<file path="config.mk">
export PLATFORM = sky130hd
export DESIGN_NAME = voice_alloc_flat
export DESIGN_NICKNAME = d
export VERILOG_FILES = /design/src/rtl/voice_alloc_if.sv /design/src/rtl/voice_alloc.sv /design/src/flat_wrapper.sv
export SDC_FILE = /design/constraint.sdc
export NUM_CORES = 1
export LEC_CHECK = 0
export CAP_MARGIN = 25
export CORE_UTILIZATION = 30
export DETAILED_ROUTE_END_ITERATION = 7
export PLACE_DENSITY = 0.56
export SLEW_MARGIN = 25
export SYNTH_ARGS = -nofsm -noshare
export SYNTH_HDL_FRONTEND = slang
export SYNTH_SLANG_ARGS = --single-unit
export TNS_END_PERCENT = 1
</file>
<file path="constraint.sdc">
create_clock -name clk_i -period 6 [get_ports clk_i]
set_input_delay 1.2 -clock clk_i [delete_from_list [all_inputs] [get_ports clk_i]]
set_output_delay 1.2 -clock clk_i [all_outputs]
set_load 0.02 [all_outputs]
</file>
<file path="src/rtl/voice_alloc_if.sv">
// ============================================================================
// Module   : voice_alloc_if
// Purpose  : Note/strobe bundle from the MIDI decoder into the voice allocator.
// Revision : 1.0  initial release
// ============================================================================
`default_nettype none

`ifndef MIDI_PAYLOAD_BITS
`define MIDI_PAYLOAD_BITS 8
`endif

interface voice_alloc_if #(
    parameter int NOTE_BITS = `MIDI_PAYLOAD_BITS
);
    logic [NOTE_BITS-1:0] note_i;
    logic                 noteOnStrb_i;
    logic                 noteOffStrb_i;

    modport master (output note_i, output noteOnStrb_i, output noteOffStrb_i);
    modport slave  (input  note_i, input  noteOnStrb_i, input  noteOffStrb_i);
endinterface

`default_nettype wire

</file>
<file path="src/rtl/voice_alloc.sv">
// ============================================================================
// Module   : voice_alloc
// Purpose  : Polyphonic voice allocator; optional oldest-voice stealing
//            enabled by defining VOICE_STEAL_EN.
// Revision : 1.0  initial release
// ============================================================================
`default_nettype none

`ifndef OSC_VOICES
`define OSC_VOICES 4
`endif
`ifndef MIDI_PAYLOAD_BITS
`define MIDI_PAYLOAD_BITS 8
`endif

module voice_alloc #(
    parameter int NUM_VOICES = `OSC_VOICES,
    parameter int NOTE_BITS  = `MIDI_PAYLOAD_BITS
) (
    input  wire logic                                 clk_i,
    input  wire logic                                 nrst_i,
    voice_alloc_if.slave                              midi,
    output logic [NUM_VOICES*NOTE_BITS-1:0]           voiceNote_o,
    output logic [NUM_VOICES-1:0]                     voiceGate_o,
    output logic [NUM_VOICES-1:0]                     voiceLoadStrb_o,
    output logic [$clog2(NUM_VOICES+1)-1:0]           activeCount_o,
    output logic                                      droppedStrb_o
);

    localparam int c_cnt_w = $clog2(NUM_VOICES + 1);
    localparam int c_idx_w = $clog2(NUM_VOICES);

    logic [NOTE_BITS-1:0]  r_note [NUM_VOICES];
    logic [NUM_VOICES-1:0] r_gate;
    logic [NUM_VOICES-1:0] r_load;
    logic                  r_dropped;
    logic [c_cnt_w-1:0]    r_count;

    logic                  w_valid;
    logic [NUM_VOICES-1:0] w_match;
    logic                  w_free_found;
    logic [c_idx_w-1:0]    w_free_idx;
    logic [c_idx_w-1:0]    w_match_idx;
    logic [NUM_VOICES-1:0] w_gate_nxt;
    logic [NUM_VOICES-1:0] w_load_nxt;
    logic                  w_dropped_nxt;
    logic                  w_write;
    logic [c_idx_w-1:0]    w_sel;
    logic [c_cnt_w-1:0]    w_count_nxt;

    // Notes with the top bit set are not MIDI payload and are ignored outright.
    assign w_valid = ~midi.note_i[NOTE_BITS-1];

    always_comb begin
        w_match      = '0;
        w_free_found = 1'b0;
        w_free_idx   = '0;
        w_match_idx  = '0;
        for (int v = NUM_VOICES - 1; v >= 0; v--) begin
            w_match[v] = r_gate[v] && (r_note[v] == midi.note_i);
            if (!r_gate[v]) begin
                w_free_found = 1'b1;
                w_free_idx   = c_idx_w'(v);
            end
            if (w_match[v]) begin
                w_match_idx = c_idx_w'(v);
            end
        end
    end

`ifdef VOICE_STEAL_EN
    logic [c_idx_w-1:0] r_rank [NUM_VOICES];
    logic [c_idx_w-1:0] w_victim_idx;

    always_comb begin
        w_victim_idx = '0;
        for (int v = 0; v < NUM_VOICES; v++) begin
            if (r_rank[v] == c_idx_w'(NUM_VOICES - 1)) begin
                w_victim_idx = c_idx_w'(v);
            end
        end
    end

    // Rank 0 is the newest voice; anything newer than the touched voice ages by one.
    always_ff @(posedge clk_i or negedge nrst_i) begin
        if (!nrst_i) begin
            for (int v = 0; v < NUM_VOICES; v++) begin
                r_rank[v] <= c_idx_w'(v);
            end
        end else if (w_write) begin
            for (int v = 0; v < NUM_VOICES; v++) begin
                if (c_idx_w'(v) == w_sel) begin
                    r_rank[v] <= '0;
                end else if (r_rank[v] < r_rank[w_sel]) begin
                    r_rank[v] <= r_rank[v] + 1'b1;
                end
            end
        end
    end
`endif

    // Note-off takes priority, so a coincident note-on is silently discarded.
    always_comb begin
        w_gate_nxt    = r_gate;
        w_load_nxt    = '0;
        w_dropped_nxt = 1'b0;
        w_write       = 1'b0;
        w_sel         = '0;
        if (w_valid && midi.noteOffStrb_i) begin
            w_gate_nxt = r_gate & ~w_match;
        end else if (w_valid && midi.noteOnStrb_i) begin
            if (|w_match) begin
                w_load_nxt[w_match_idx] = 1'b1;
            end else if (w_free_found) begin
                w_sel   = w_free_idx;
                w_write = 1'b1;
            end else begin
`ifdef VOICE_STEAL_EN
                w_sel   = w_victim_idx;
                w_write = 1'b1;
`else
                w_dropped_nxt = 1'b1;
`endif
            end
            if (w_write) begin
                w_gate_nxt[w_sel] = 1'b1;
                w_load_nxt[w_sel] = 1'b1;
            end
        end
    end

    always_comb begin
        w_count_nxt = '0;
        for (int v = 0; v < NUM_VOICES; v++) begin
            w_count_nxt = w_count_nxt + c_cnt_w'(w_gate_nxt[v]);
        end
    end

    always_ff @(posedge clk_i or negedge nrst_i) begin
        if (!nrst_i) begin
            for (int v = 0; v < NUM_VOICES; v++) begin
                r_note[v] <= '0;
            end
            r_gate    <= '0;
            r_load    <= '0;
            r_dropped <= 1'b0;
            r_count   <= '0;
        end else begin
            if (w_write) begin
                r_note[w_sel] <= midi.note_i;
            end
            r_gate    <= w_gate_nxt;
            r_load    <= w_load_nxt;
            r_dropped <= w_dropped_nxt;
            r_count   <= w_count_nxt;
        end
    end

    for (genvar v = 0; v < NUM_VOICES; v++) begin : g_flat
        assign voiceNote_o[v*NOTE_BITS +: NOTE_BITS] = r_note[v];
    end

    assign voiceGate_o     = r_gate;
    assign voiceLoadStrb_o = r_load;
    assign activeCount_o   = r_count;
    assign droppedStrb_o   = r_dropped;

endmodule

`default_nettype wire

</file>
<file path="src/flat_wrapper.sv">
// flat-port wrapper written by rule: the top's interface ports become plain ports
module voice_alloc_flat 
#(
    parameter int NUM_VOICES = `OSC_VOICES,
    parameter int NOTE_BITS  = `MIDI_PAYLOAD_BITS
)
  (clk_i, nrst_i, voiceNote_o, voiceGate_o, voiceLoadStrb_o, activeCount_o, droppedStrb_o, midi_note_i, midi_noteOnStrb_i, midi_noteOffStrb_i);
  voice_alloc_if #(.NOTE_BITS(NOTE_BITS)) midi_i ();
  input  wire logic clk_i;
  input  wire logic nrst_i;
  output logic [NUM_VOICES*NOTE_BITS-1:0] voiceNote_o;
  output logic [NUM_VOICES-1:0] voiceGate_o;
  output logic [NUM_VOICES-1:0] voiceLoadStrb_o;
  output logic [$clog2(NUM_VOICES+1)-1:0] activeCount_o;
  output logic droppedStrb_o;
  input wire logic [$bits(midi_i.note_i)-1:0] midi_note_i;
  input wire logic [$bits(midi_i.noteOnStrb_i)-1:0] midi_noteOnStrb_i;
  input wire logic [$bits(midi_i.noteOffStrb_i)-1:0] midi_noteOffStrb_i;
  assign midi_i.note_i = midi_note_i;
  assign midi_i.noteOnStrb_i = midi_noteOnStrb_i;
  assign midi_i.noteOffStrb_i = midi_noteOffStrb_i;
  voice_alloc #(.NUM_VOICES(NUM_VOICES), .NOTE_BITS(NOTE_BITS)) u_core (.clk_i(clk_i), .nrst_i(nrst_i), .midi(midi_i), .voiceNote_o(voiceNote_o), .voiceGate_o(voiceGate_o), .voiceLoadStrb_o(voiceLoadStrb_o), .activeCount_o(activeCount_o), .droppedStrb_o(droppedStrb_o));
endmodule
</file>
==> metrics.md <==
| Metric | Value |
|---|---|
| Clock Skew | `4.45 ps` |
| Width of the die | `89.0 um` |
| CP Launch Type | `input pin` |
| Critical Path AT | `4170 ps` |
| Leakage | `about 1.3 nW` |
| Reg-to-Reg Start | `u_core.voiceNote_o[3]$_DFFE_PN0P_` |
| Pin count of the biggest net entering global routing | `45` |
| FFs w/ async S/R, synth | `100%` |
| Final number of max-transition violations | `0` |
| Worst Max-Slew Pin Slew | `696 ps` |
| Layout Utilization | `about two fifths` |
| Commonest cells after routing, fill and taps aside | `clkdlybuf4s50_1, dfrtp_1, xor2_1` |
| Netlist cell types | `34` |
| Cts hold-fix bufs | `0` |
| Post-DP HPWL | `3500 um` |
| R2R Setup Slk | `3160 ps` |
| Wirelength per Cell | `14.7 um` |
| Share of cells above drive strength 1 | `15.6%` |
| Hold WC Path Type | `flop to flop` |
| Post-synthesis adder-cell area fraction | `1.99%` |
| Starting density of the core | `31.1%` |
| Cells on worst reg2reg path | `10` |
| Die ar. | `7910 um^2` |
| Post-Syn Instances | `approximately 180` |
| GRT Total Usage | `13.4%` |
| CP max FO | `10` |
| Required @ worst endpoint | `about 6200 ps` |
| Max Buffers Root-to-Sink | `2` |
| Htree depth | `2` |
| Final setup fails | `0` |
| Post-synthesis compound-gate area fraction | `3.64%` |
| Final min period | `3990 ps` |
| Placed cells | `roughly 320` |
| Synthesized area per cell | `12.7 um^2` |
| Post-CTS setup buffer count | `0` |
| Critical path type | `input pin to flop` |
| Layout Nets | `245` |
| Final hold violation count | `0` |
| Status | `completed` |
| Fill cells | `between 700 and 800` |
| Io pins | `56` |
| Worst-path clk slew | `about 80 ps` |
| Placed Area | `2860 um^2` |
| Grt total ovfl | `0` |
| Mux share of post-synthesis cell area | `15.1%` |
| Setup TNS | `0 ps` |
| Largest family of logic cells by synthesized area | `multiplexers` |
| Slowest cell on the critical path | `clkdlybuf4s50_1` |
| Global-route wire length before repair | `7710 um` |
| Simple-gate area share of the yosys netlist | `14.0%` |
| Design area | `2950 um^2` |
| Syn. warnings | `0` |
| Drt pass-1 iters | `4` |
| Post-synth EDFFs | `0` |
| Residual DRC | `0` |
| Antenna-violating nets left | `0` |
| Most used DFF post-synth | `dfrtp_1` |
| Peak VDD IR | `0.135 mV` |
| Register area share after synthesis | `48.5%` |
| Clock buffer count from CTS | `5` |
| Detailed Route WL | `4840 um` |
| CP Launch Point | `midi_note_i[3]` |
| Crit end category | `flop` |
| Clk_lat worst skew | `300 ps` |
| Cell Area, Synth | `2270 um^2` |
| Routed vias | `roughly 1500` |
| Flops & latches, synth | `44` |
| Slew headroom | `53.4%` |
| Maxcap violations | `0` |
| Root Buffer | `clkbuf_8` |
| CTS Sinks | `44` |
| Register area | `around 1100 um^2` |
| Routability congestion estimate | `0.862` |
| Port buffer count | `55` |
| Starting DRT DRC Count | `55` |
| Pwr Density | `between 300 and 400 nW/um^2` |
| Commonest non-fill, non-tap cell in the layout | `clkdlybuf4s50_1` |
| Die H | `about 90 um` |
| Min Hold Slack | `542 ps` |
| CTS tree | `built` |
| Footprint of the multi-input gates | `1070 um^2` |
| Worst R2R End | `u_core.activeCount_o[1]$_DFF_PN0_` |
| Vias in the first global route | `~1500` |
| Rows | `31` |
| Avg Vias per Cell | `4.59` |
| Post-Synth XOR/XNOR Area | `12.4%` |
| Unrepaired setup endpoints after global routing | `no` |
| Mapped Nets | `194` |
| Layout Area Growth over Synthesis | `30.2%` |
| FMAX | `between 200 and 300 MHz` |
| Core Region | `roughly 7300 um^2` |
| Post-Layout Cell Count | `between 300 and 400` |
| CP peak stage delay | `580 ps` |
| Final Cycle Share | `between 60 and 70%` |
| Ant diodes | `0` |
| Worst setup path endpoint | `u_core.activeCount_o[1]$_DFF_PN0_` |
| Initial antenna violation count | `0` |
| Crit-path cells | `clkdlybuf4s50_1, xor2_1, nor4_4, nand3_2, and4_4, nand2b_1, ha_1, inv_1, fa_1, inv_1, ha_1` |
| Cts repair resizes | `0` |
==> metrics by stage <==
stage          total power, mW  setup WS, ps
2_1_floorplan            0.742          2430
3_3_place_gp             0.964          1720
3_5_place_dp             0.968          1690
4_1_cts                   1.17          2010
5_1_grt                   1.22          1750
6_report                  1.15          2010
==> critical path, delay by kind of cell <==
kind / cells / cell delay, ps
buffers and inverters: 3 / 700
and+or+nand+nor: 4 / 1120
adders and majority gates: 3 / 880
xor gates and xnor gates: 1 / 270
==> area by class of cell <==
cell class / instances / area share [%]
well taps: 99 / 4.19
flip-flops and latches: 44 / 37.3
repair buffers: 55 / 18.6
clock inverters: 2 / 0.339
multi-input cells: 118 / 36.1
inverters: 6 / 0.762
clock buffers: 6 / 2.80
==> cells in the mapped netlist, drive strengths merged, types with 2 or more instances <==
cell type	count	share of area, %
dfrtp	44	49
a21oi	2	0.44
o21ai	7	1.5
nand4	4	1.1
xor2	32	12
nand2	8	1.3
and2	4	1.1
nor4	8	4.9
buf	10	3.3
nor2	4	0.66
inv	6	0.99
nand3	6	1.8
nand2b	3	0.83
ha	2	1.1
mux2	28	15
==> registers in the layout, summed over array words and instances, names as in the netlist <==
signal / count
u_core.activeCount_o: 3
u_core.droppedStrb_o: 1
u_core.voiceGate_o: 4
u_core.voiceLoadStrb_o: 4
u_core.voiceNote_o: 32
==> how the worst min path moves through the flow <==
stage                                             startpoint                                 end  slack [ps]  depth (start not counted)
after floorplan           u_core.voiceNote_o[31]$_DFFE_PN0P_  u_core.voiceNote_o[31]$_DFFE_PN0P_         640                          1
after global placement    u_core.voiceNote_o[23]$_DFFE_PN0P_  u_core.voiceNote_o[23]$_DFFE_PN0P_         520                          1
after detailed placement  u_core.voiceNote_o[31]$_DFFE_PN0P_  u_core.voiceNote_o[31]$_DFFE_PN0P_         530                          1
after CTS                 u_core.voiceNote_o[17]$_DFFE_PN0P_  u_core.voiceNote_o[17]$_DFFE_PN0P_         550                          1
after global routing      u_core.voiceNote_o[22]$_DFFE_PN0P_  u_core.voiceNote_o[22]$_DFFE_PN0P_         570                          1
final                     u_core.voiceNote_o[31]$_DFFE_PN0P_  u_core.voiceNote_o[31]$_DFFE_PN0P_         540                          1
==> cell families after synthesis <==
logic type      Yosys count
mux                      28
compound gates           14
fa+ha+maj                 3
buf+inv                  17
simple gates             41
flops                    44
xor+xnor                 32
==> metal layers <==
| metal | GRT usage (%) | vias up | wire length (um) |
|---|---|---|---|
| met5 | 0 | - | 0 |
| met3 | 3.23 | 9 | 269 |
| met4 | 5.19 | 0 | 90 |
| met2 | 19.9 | 50 | 2170 |
| li1 | - | 716 | - |
| met1 | 18.9 | 741 | 2310 |
==> report_power, final <==
group / total, mW / internal (mW) / switching [mW]
clock: 0.191 / 0.0919 / 0.0993
sequential: 0.457 / 0.380 / 0.0765
combinational: 0.498 / 0.256 / 0.242
total: 1.15 / 0.728 / 0.418
No activity file was read; power rests on OpenSTA's default activity.
